$ cat src/rtl/seq_det_pkg.sv
// Shared types and helpers for the seq_det_param serial pattern detector.
// Optional build macro used by the detector: SEQ_DET_MASK_EN.
package seq_det_pkg;

    typedef enum logic {
        ST_FILL  = 1'b0,
        ST_ARMED = 1'b1
    } state_e;

    localparam int unsigned PAT_LEN_MAX = 16;

    // Ceiling log2; clog2(PAT_LEN+1) sizes a counter able to hold PAT_LEN itself.
    function automatic int unsigned clog2(input int unsigned v);
        int unsigned r;
        r = 0;
        for (int unsigned i = 0; i < 32; i++) begin
            if ((64'd1 << i) < 64'(v)) r = i + 1;
        end
        return r;
    endfunction

endpackage

$ cat src/rtl/seq_det_satcnt.sv
// Saturating up-counter with synchronous clear; clear wins over increment.
module seq_det_satcnt #(
    parameter int unsigned CNT_W = 8
) (
    input  logic             clk,
    input  logic             rst_n,
    input  logic             inc_i,
    input  logic             clr_i,
    output logic [CNT_W-1:0] cnt_o
);

    logic [CNT_W-1:0] cnt_q, cnt_d;

    always_comb begin
        cnt_d = cnt_q;
        if (clr_i) begin
            cnt_d = '0;
        end else if (inc_i && (cnt_q != '1)) begin
            cnt_d = cnt_q + CNT_W'(1);
        end
    end

    always_ff @(posedge clk or negedge rst_n) begin
        if (!rst_n) cnt_q <= '0;
        else        cnt_q <= cnt_d;
    end

    assign cnt_o = cnt_q;

endmodule

$ cat src/rtl/seq_det_param.sv
// Runtime-loadable serial bit-sequence detector with overlap control and match counter.
// Define SEQ_DET_MASK_EN to enable the per-bit don't-care mask.
module seq_det_param
    import seq_det_pkg::*;
#(
    parameter int unsigned PAT_LEN = 4,
    parameter int unsigned CNT_W   = 8
) (
    input  logic               clk,
    input  logic               rst_n,
    input  logic               cfg_load,
    input  logic [PAT_LEN-1:0] cfg_pat,
    input  logic               cfg_ovl,
    input  logic [PAT_LEN-1:0] cfg_mask,
    input  logic               in_valid,
    input  logic               in_bit,
    input  logic               cnt_clr,
    output logic               match,
    output logic [CNT_W-1:0]   match_cnt,
    output logic               armed
);

    localparam int unsigned        FILL_W = clog2(PAT_LEN + 1);
    localparam logic [FILL_W-1:0]  FULL   = FILL_W'(PAT_LEN);

    state_e               state_q, state_d;
    logic [PAT_LEN-1:0]   hist_q, hist_d;
    logic [PAT_LEN-1:0]   pat_q, pat_d;
    logic [FILL_W-1:0]    fill_q, fill_d;
    logic                 ovl_q, ovl_d;
    logic                 match_q, match_d;
    logic                 pat_eq;

`ifdef SEQ_DET_MASK_EN
    logic [PAT_LEN-1:0]   mask_q, mask_d;
`else
    logic                 unused_mask;
    assign unused_mask = ^cfg_mask;
`endif

    always_comb begin
        state_d = state_q;
        hist_d  = hist_q;
        pat_d   = pat_q;
        fill_d  = fill_q;
        ovl_d   = ovl_q;
        match_d = 1'b0;
        pat_eq  = 1'b0;
`ifdef SEQ_DET_MASK_EN
        mask_d  = mask_q;
`endif
        if (cfg_load) begin
            pat_d   = cfg_pat;
            ovl_d   = cfg_ovl;
            hist_d  = '0;
            fill_d  = '0;
            state_d = ST_FILL;
`ifdef SEQ_DET_MASK_EN
            mask_d  = cfg_mask;
`endif
        end else if (in_valid) begin
            hist_d = {hist_q[PAT_LEN-2:0], in_bit};
            fill_d = (fill_q == FULL) ? FULL : fill_q + FILL_W'(1);
`ifdef SEQ_DET_MASK_EN
            pat_eq = ((hist_d ^ pat_q) & ~mask_q) == '0;
`else
            pat_eq = (hist_d == pat_q);
`endif
            match_d = pat_eq && (fill_d == FULL);
            case (state_q)
                ST_FILL:  if (fill_d == FULL) state_d = ST_ARMED;
                ST_ARMED: state_d = ST_ARMED;
                default:  state_d = ST_FILL;
            endcase
            // Non-overlap keeps the history bits but demands a full fresh window.
            if (match_d && !ovl_q) begin
                fill_d  = '0;
                state_d = ST_FILL;
            end
        end
    end

    always_ff @(posedge clk or negedge rst_n) begin
        if (!rst_n) begin
            state_q <= ST_FILL;
            hist_q  <= '0;
            pat_q   <= '0;
            fill_q  <= '0;
            ovl_q   <= 1'b1;
            match_q <= 1'b0;
`ifdef SEQ_DET_MASK_EN
            mask_q  <= '0;
`endif
        end else begin
            state_q <= state_d;
            hist_q  <= hist_d;
            pat_q   <= pat_d;
            fill_q  <= fill_d;
            ovl_q   <= ovl_d;
            match_q <= match_d;
`ifdef SEQ_DET_MASK_EN
            mask_q  <= mask_d;
`endif
        end
    end

    seq_det_satcnt #(
        .CNT_W(CNT_W)
    ) u_cnt (
        .clk   (clk),
        .rst_n (rst_n),
        .inc_i (match_d),
        .clr_i (cnt_clr),
        .cnt_o (match_cnt)
    );

    assign match = match_q;
    assign armed = (state_q == ST_ARMED);

endmodule

$ cat config.mk
export PLATFORM = sky130hd
export DESIGN_NAME = seq_det_param
export DESIGN_NICKNAME = d
export VERILOG_FILES = /design/src/rtl/seq_det_pkg.sv /design/src/rtl/seq_det_satcnt.sv /design/src/rtl/seq_det_param.sv
export SDC_FILE = /design/constraint.sdc
export NUM_CORES = 1
export LEC_CHECK = 0
export ABC_AREA = 1
export CAP_MARGIN = 0
export CORE_UTILIZATION = 60
export CTS_CLUSTER_SIZE = 30
export DETAILED_ROUTE_END_ITERATION = 8
export DONT_BUFFER_PORTS = 1
export GPL_ROUTABILITY_DRIVEN = 0
export HOLD_SLACK_MARGIN = 0.05
export PLACE_DENSITY = 0.74
export SLEW_MARGIN = 10
export SYNTH_ARGS = -nofsm -noshare
export SYNTH_HDL_FRONTEND = slang
export SYNTH_SLANG_ARGS = --single-unit
$ cat constraint.sdc
create_clock -name clk -period 2.44 [get_ports clk]
set_input_delay 0.366 -clock clk [delete_from_list [all_inputs] [get_ports clk]]
set_output_delay 0.366 -clock clk [all_outputs]
set_load 0.03 [all_outputs]
==> results.tsv, run 1 <==
stage	metric	value	unit
status	status	completed	
cts	clock root buffer	clkbuf_4	
cells_and_area	most frequent cells in the layout	nand2_1, inv_1, dfrtp_1	
sta	final worst slack	707	ps
floorplan	Initial Util	63.7	%
routing	vias	1008	
cells_and_area	layout cells sized above 1	9.58	%
synthesis	Synth area leader	dfrtp_1	
power_and_ir_drop	Leak Pwr	0.703	nW
sta	# setup viols final	0	
routing	routed len/inst	11.2	microns
run	Max Cap Violations	0	
sta	max-slew violation count	0	
cells_and_area	Final Net Count	186	
critical_path	CP Capture Type	flop	
critical_path	WP data required	2690	ps
critical_path	Slowest-stage cell, CP	dfrtp_1	
floorplan	row cnt	16	
floorplan	core footprint	1940	sq um
cells_and_area	ANT cells	0	
sta	setup_tns	0	ps
synthesis	syn nets	182	
synthesis	Synth Area per Inst	7.55	sq um
floorplan	Die W	47.4	microns
grt	initial antenna violation count	0	
sta	Final Skew	14.7	ps
grt	GRT overflow	0	
routing	Final ANT Viol Nets	0	
sta	max-slew headroom at the worst pin	38.5	%
cts	CTS tree	yes	
synthesis	post-synthesis cell area	1240	sq um
power_and_ir_drop	Design Power	0.000602	W
sta	Tightest Pin Transition	919	ps
cts	Post CTS Setup Buffer Count	0	
cts	total CTS buffers	3	
sta	Final Hold Viols	0	
cts	clk sinks	21	
critical_path	CP startpoint kind	flop	
grt	vias in the first global route	806	
sta	Fmax achieved	577	MHz
placement	buffers added on ports	0	
critical_path	critical path class	flop to flop	
cells_and_area	Area Overhead vs Synth	4.95	%
cts	clock latency at the later pin of the worst-skew pair	300	ps
power_and_ir_drop	Power per Cell Area	463	nW/um^2
routing	DRT iter0 DRCs	15	
synthesis	cell types occupying the most area after synthesis	dfrtp_1, nand2_1, inv_1, nand3_1, nand4_1	
critical_path	worst path cell trace	ha_1 > nand3_2 > nor3_4 > nand2_4 > nand3_4 > nand3_1 > nand2_1	
cts	clock-pin transition on the worst setup and hold timing paths	120	ps
grt	first-pass GRT wire length	3.19	mm
cts	H-tree depth	1	
cts	Max clock buf depth	2	
cts	Hold Buf Count CTS	1	
critical_path	Worst Path Max Fanout	9	
routing	Vias/cell	5.20	
placement	DP Worst Slack	738	ps
routing	DRC	0	
routing	Routed WL	2.17	mm
synthesis	Post-Synthesis Cells	164	
grt	largest net degree at the start of global routing	22	
floorplan	I/O pins	25	
synthesis	sequential fraction of the synthesis area	42.6	%
min_path	Hold Path Class	input port to flop	
synthesis	number of library cell types mapped by synthesis	25	
floorplan	die area	2250	sq um
cells_and_area	most common cell after layout, fill and taps aside	nand2_1	
critical_path	Critical Path Source	u_cnt.cnt_o[0]	
sta	Tcrit/Tclk final	71.0	%
min_path	min-delay src	cfg_load	
sta	RSZ-0062 raised after global routing	no	
critical_path	CP top delay family	simple AND/OR/NAND/NOR gates	
placement	post-detail-place hpwl	1.63	mm
critical_path	Critical path buffers and inverters	0	
critical_path	Critical Path AT	1980	ps
critical_path	crit-path max cell delay	590	ps
synthesis	Synthesis Warnings	0	
routing	drt pass-1 iters	4	
synthesis	share of the synthesized area in the top cell type	40.4	%
critical_path	worst r2r src	u_cnt.cnt_o[0]	
cts	post-CTS sizing	0	
sta	min Tclk post-route	1730	ps
synthesis	Yosys reg bits	21	
floorplan	Die Y	47.4	microns
power_and_ir_drop	Max rail drop VDD	346	uV
grt	gr usage total	20.3	%
[state kept, by name, indices dropped and copies added, names as in the netlist]
register and flops:
u_cnt.cnt_o 8, pat_q 4, fill_q 3, hist_q 3, armed 1, match 1, ovl_q 1
[Yosys cell counts, drive strengths merged]
cell type	count
nor3	2
nand3	19
buf	1
xnor2	1
nand4	8
o21ai	10
nand2	46
or2	1
o22ai	3
xor2	3
dfstp	1
ha	3
dfrtp	20
nor2	14
inv	31
clkbuf	1
[final cells by class]
type / count / area [sq um]
fillers: 179 / 643
multi-input cells: 110 / 586
flip-flops and latches: 21 / 527
inverters: 31 / 116
well taps: 27 / 33.8
clock buffers: 4 / 26.3
repair buffers: 1 / 10.0
[path summary, 6_finish.rpt]
kind / depth (start not counted) / end / slack, ps
min: 1 / ovl_q / 150
min in group asynchronous: 1 / fill_q[2] / 630
max: 7 / u_cnt.cnt_o[6] / 710
min reg2reg: 2 / ovl_q / 540
max reg2reg: 7 / u_cnt.cnt_o[6] / 710
max in group asynchronous: 1 / fill_q[1] / 1230
[per-stage QoR]
stage | hold slack [ps] | util (%) | std cells | instance area, sq um
3_3_place_gp | 70.9 | 65.0 | 189 | 1260
2_1_floorplan | 70.4 | - | 164 | 1240
5_1_grt | 131 | 66.9 | 194 | 1300
4_1_cts | 125 | 66.9 | 194 | 1300
6_report | 147 | 66.9 | 194 | 1300
3_5_place_dp | 70.9 | 65.0 | 189 | 1260
[cell families (layout without fill, tap and decap cells)]
group | count (synthesis) | count (layout) | synth area share [%]
and+or+nand+nor | 90 | 90 | 35.6
buffers and inverters | 33 | 36 | 10.1
DFF | 21 | 21 | 42.6
AOI/OAI and AO/OA | 13 | 13 | 5.86
xor gates and xnor gates | 4 | 4 | 2.83
adders and majority gates | 3 | 3 | 3.03
[routing by layer]
metal / wire (microns) / track usage (%) / up-vias
met5: 0 / 0 / -
met4: 12 / 6.29 / 0
met3: 72 / 4.53 / 2
met2: 993 / 30.7 / 20
met1: 1090 / 28.9 / 459
li1: - / - / 527
[where the power goes]
group	internal, W	leakage [nW]	switching, W
clock	0.0000636	0.0150	0.0000997
combinational	0.0000230	0.408	0.0000464
sequential	0.000361	0.280	0.00000774
total	0.000448	0.703	0.000154
No activity file was read; power rests on OpenSTA's default activity.
==> run 2: changes to the inputs <==
- CORE_UTILIZATION: 60 -> 55
- PLACE_DENSITY: 0.74 -> 0.71
- clock period: 2.44 -> 1.44 ns (I/O delays scaled with it)
==> results.tsv, run 2 (synthesis results as in run 1) <==
stage	metric	value	unit
cts	Post CTS Setup Buffer Count	0	
cells_and_area	ANT cells	0	
floorplan	row cnt	16	
cells_and_area	layout cells sized above 1	23.1	%
min_path	min-delay src	in_bit	
critical_path	WP data required	1690	ps
cells_and_area	most common cell after layout, fill and taps aside	nand2_1	
floorplan	Die Y	49.4	microns
placement	DP Worst Slack	-110	ps
sta	min Tclk post-route	1490	ps
cts	clock root buffer	clkbuf_4	
sta	hold_ws	59.5	ps
critical_path	Critical Path Source	fill_q[0]	
status	status	finished, violations left	
sta	Fmax achieved	670	MHz
grt	initial antenna violation count	0	
cts	CTS tree	yes	
grt	largest net degree at the start of global routing	22	
sta	setup_tns	-290	ps
critical_path	worst r2r dst	u_cnt.cnt_o[5]	
cts	H-tree depth	1	
critical_path	FF-to-FF path depth	7	
sta	# setup viols final	8	
sta	Final Skew	9.76	ps
min_path	Hold EP	hist_q[0]	
power_and_ir_drop	Power per Cell Area	716	nW/um^2
placement	placed cells	201	
cells_and_area	Area Overhead vs Synth	23.2	%
cts	Max clock buf depth	2	
sta	RSZ-0062 raised after global routing	yes	
routing	DRC	0	
critical_path	CP startpoint kind	flop	
grt	vias in the first global route	1108	
placement	post-detail-place hpwl	1.80	mm
routing	Routed WL	2.63	mm
sta	final worst slack	-51.5	ps
min_path	worst hold stages	2	
cells_and_area	Largest register FFs	8	
status	failing checks	negative setup slack	
critical_path	worst r2r src	fill_q[0]	
cells_and_area	most frequent cells in the layout	nand2_1, inv_1, dfrtp_1	
grt	gr usage total	23.7	%
critical_path	Worst Path Max Fanout	5	
sta	max-slew headroom at the worst pin	37.4	%
grt	GRT overflow	0	
routing	routed len/inst	12.3	microns
placement	buffers added on ports	0	
power_and_ir_drop	Leak Pwr	0.805	nW
floorplan	core footprint	2040	sq um
floorplan	Initial Util	60.6	%
min_path	Hold Path Class	input port to flop	
critical_path	critical path class	flop to flop	
sta	max-slew violation count	0	
critical_path	CP Capture Type	flop	
floorplan	die area	2440	sq um
floorplan	Die W	49.4	microns
run	Max Cap Violations	0	
sta	Tcrit/Tclk final	104	%
cells_and_area	fin cells	213	
grt	first-pass GRT wire length	4.46	mm
critical_path	R2R setup slack	-50	ps
routing	Vias/cell	5.30	
sta	Tightest Pin Transition	936	ps
cts	total CTS buffers	3	
critical_path	Critical Path AT	1750	ps
cells_and_area	Final Net Count	205	
routing	Final ANT Viol Nets	0	
power_and_ir_drop	Max rail drop VDD	630	uV
floorplan	I/O pins	25	
routing	DRT iter0 DRCs	22	
cts	clock-pin transition on the worst setup and hold timing paths	130	ps
routing	drt pass-1 iters	4	
cts	clk sinks	21	
sta	Final Hold Viols	0	
routing	vias	1129	
cts	clock latency at the later pin of the worst-skew pair	310	ps
run 2: power breakdown:
part,total [W],internal [W],switching (W)
clock network,0.000299,0.000104,0.000195
logic,0.000166,0.0000648,0.000102
registers,0.000626,0.000612,0.0000139
run 2: final cells by class:
type | instances | area (sq um)
inverter | 31 | 116
clock inverter | 1 | 5.00
timing repair buffer | 19 | 163
tap | 27 | 33.8
sequential | 21 | 529
multi-input combinational | 111 | 654
clock buffer | 3 | 22.5
fill | 163 | 518
run 2: worst max-delay path, stage by stage (launching register included):
cell,delay (ps)
dfrtp_1,420
inv_2,80
ha_4,210
o21ai_4,190
nand3_4,130
nor2_4,200
nand4_1,120
nand2_1,90
run 2: worst max path at each step:
stage	endpoint	slack (ps)	depth (start not counted)
after floorplan	u_cnt.cnt_o[3]	1	7
after global placement	u_cnt.cnt_o[0]	-70	8
after detailed placement	u_cnt.cnt_o[5]	-110	7
after CTS	u_cnt.cnt_o[5]	-50	7
after global routing	u_cnt.cnt_o[7]	-130	8
final	u_cnt.cnt_o[5]	-50	7
run 2: timing repair:
| item | 4_1_cts | 5_1_grt |
|---|---|---|
| hold endpoints to repair | 26 | 0 |
| pin swaps | 4 | 4 |
| endpoints found under the setup margin | 9 | 12 |
| gates resized for setup | 9 | 4 |
| gates cloned | 1 | 0 |
| hold buffers | 7 | 0 |
run 2: per-layer routing:
metal	up-vias	wire length (microns)	track usage, %
met1	534	1160	29.2
li1	563	-	-
met4	0	31	6.67
met3	5	76	3.74
met5	-	0	0
met2	27	1350	42.5
run 2: metrics by stage:
| stage | area (sq um) | total power (W) | utilization [%] |
|---|---|---|---|
| after detailed placement | 1360 | 0.000749 | 66.5 |
| after global placement | 1360 | 0.000743 | 66.5 |
| after floorplan | 1240 | 0.000728 | - |
| after CTS | 1510 | 0.00108 | 73.8 |
| after global routing | 1520 | 0.00114 | 74.6 |
| final | 1520 | 0.00109 | 74.6 |
==> run 3: changes to the inputs <==
- CORE_UTILIZATION: 55 -> 60
- PLACE_DENSITY: 0.71 -> 0.74
- clock period: 1.44 -> 1.6 ns (I/O delays scaled with it)
==> results.tsv, run 3 (synthesis results as in run 1) <==
stage	metric	value	unit
critical_path	Critical Path AT	1710	ps
cts	clock latency at the later pin of the worst-skew pair	310	ps
grt	vias in the first global route	856	
routing	Vias/cell	5.10	
cells_and_area	Largest register FFs	8	
sta	min Tclk post-route	1500	ps
grt	first-pass GRT wire length	3.48	mm
grt	largest net degree at the start of global routing	22	
placement	placed cell area	1320	sq um
power_and_ir_drop	Power per Cell Area	668	nW/um^2
placement	buffers added on ports	0	
cells_and_area	post-route cell area	1430	sq um
placement	post-detail-place hpwl	1.65	mm
critical_path	critical path class	flop to flop	
critical_path	worst r2r src	fill_q[0]	
grt	gr usage total	22.6	%
grt	initial antenna violation count	0	
grt	GRT overflow	0	
min_path	Hold Path Class	input port to flop	
status	status	completed	
sta	hold_ws	63.8	ps
critical_path	FF-to-FF path depth	8	
sta	# setup viols final	0	
floorplan	die area	2250	sq um
routing	DRT iter0 DRCs	19	
routing	drt pass-1 iters	4	
cts	clock-pin transition on the worst setup and hold timing paths	120	ps
min_path	worst hold stages	2	
routing	DRC	0	
cells_and_area	ANT cells	0	
sta	setup_tns	0	ps
floorplan	row cnt	16	
routing	Final ANT Viol Nets	0	
sta	max-slew headroom at the worst pin	38.5	%
power_and_ir_drop	Max rail drop VDD	845	uV
critical_path	cell mode on critical path	inv_1	
floorplan	core footprint	1940	sq um
cts	CTS tree	yes	
sta	Final Skew	3.98	ps
routing	routed len/inst	11.6	microns
cts	H-tree depth	1	
floorplan	Die Y	47.4	microns
critical_path	CP startpoint kind	flop	
cells_and_area	Filler cells	159	
floorplan	Die W	47.4	microns
power_and_ir_drop	Leak Pwr	0.772	nW
cts	clk sinks	21	
cells_and_area	Final Net Count	200	
routing	vias	1061	
cells_and_area	most frequent cells in the layout	nand2_1, inv_1, dfrtp_1	
sta	Tcrit/Tclk final	93.6	%
floorplan	Initial Util	63.7	%
critical_path	worst r2r dst	u_cnt.cnt_o[3]	
critical_path	Slowest-stage cell, CP	dfrtp_1	
cells_and_area	Final Util	73.7	%
critical_path	Worst Path Max Fanout	8	
cts	total CTS buffers	3	
sta	Final Hold Viols	0	
routing	Routed WL	2.42	mm
critical_path	worst path cell trace	inv_1 > ha_4 > o21ai_2 > inv_1 > nor2_2 > nand3_4 > nand3_1 > nand2_1	
cells_and_area	Area Overhead vs Synth	15.7	%
critical_path	R2R setup slack	100	ps
critical_path	WP data required	1810	ps
cts	Max clock buf depth	2	
critical_path	CP Capture Type	flop	
sta	max-slew violation count	0	
min_path	min-delay src	cfg_load	
floorplan	I/O pins	25	
sta	RSZ-0062 raised after global routing	no	
min_path	Hold EP	pat_q[1]	
cts	clock root buffer	clkbuf_4	
cells_and_area	most common cell after layout, fill and taps aside	nand2_1	
sta	Fmax achieved	668	MHz
cells_and_area	layout cells sized above 1	13.8	%
sta	Tightest Pin Transition	920	ps
critical_path	crit-path max cell delay	390	ps
run	Max Cap Violations	0	
[run 3: worst max-delay path by stage]
stage / startpoint / to / slack (ps)
finish: fill_q[0] / u_cnt.cnt_o[3] / 100
floorplan: u_cnt.cnt_o[0] / u_cnt.cnt_o[3] / 50
CTS: fill_q[0] / u_cnt.cnt_o[3] / 20
global route: fill_q[0] / u_cnt.cnt_o[0] / 10
global placement: fill_q[0] / u_cnt.cnt_o[0] / 70
detailed placement: fill_q[0] / u_cnt.cnt_o[0] / 60
[run 3: layout make-up]
| class | instances | area (sq um) | area share (%) |
|---|---|---|---|
| Clock buffer | 4 | 26.3 | 1.84 |
| Tap cell | 27 | 33.8 | 2.36 |
| Timing Repair Buffer | 15 | 130 | 9.09 |
| Multi-Input combinational cell | 110 | 598 | 41.8 |
| Inverter | 31 | 116 | 8.13 |
| Sequential cell | 21 | 527 | 36.8 |
[run 3: worst max-delay path, delay by kind of cell (launching register included)]
family,cells,cell delay [ps]
AO/OA/AOI/OAI,1,160
adder cells (fa/ha/maj),1,220
buffers and inverters,2,190
flip-flops,1,390
AND/OR/NAND/NOR,4,440
[run 3: timing repair]
action,CTS,global route
setup buffers,0,0
gates resized for setup,0,1
hold buffers,4,3
endpoints found under the setup margin,0,8
endpoints found under the hold margin,26,2
[run 3: stage by stage]
stage          power [W]  std cells  worst slack, ps
2_1_floorplan   0.000654        164             51.5
3_3_place_gp    0.000668        197             73.7
3_5_place_dp    0.000671        197             57.5
4_1_cts         0.000950        205             24.8
5_1_grt         0.000999        208             9.59
6_report        0.000956        208              102
[run 3: power by group]
group,switching (W),internal [W]
sequential,0.0000119,0.000551
combinational,0.0000795,0.0000529
clock,0.000164,0.0000973
[run 3: metal layers]
| layer | global-route usage [%] | routed length, microns | up-vias |
|---|---|---|---|
| met2 | 34.8 | 1110 | 28 |
| met3 | 3.77 | 90 | 5 |
| met5 | 0 | 0 | - |
| li1 | - | - | 553 |
| met4 | 11.4 | 46 | 0 |
| met1 | 30.8 | 1180 | 475 |
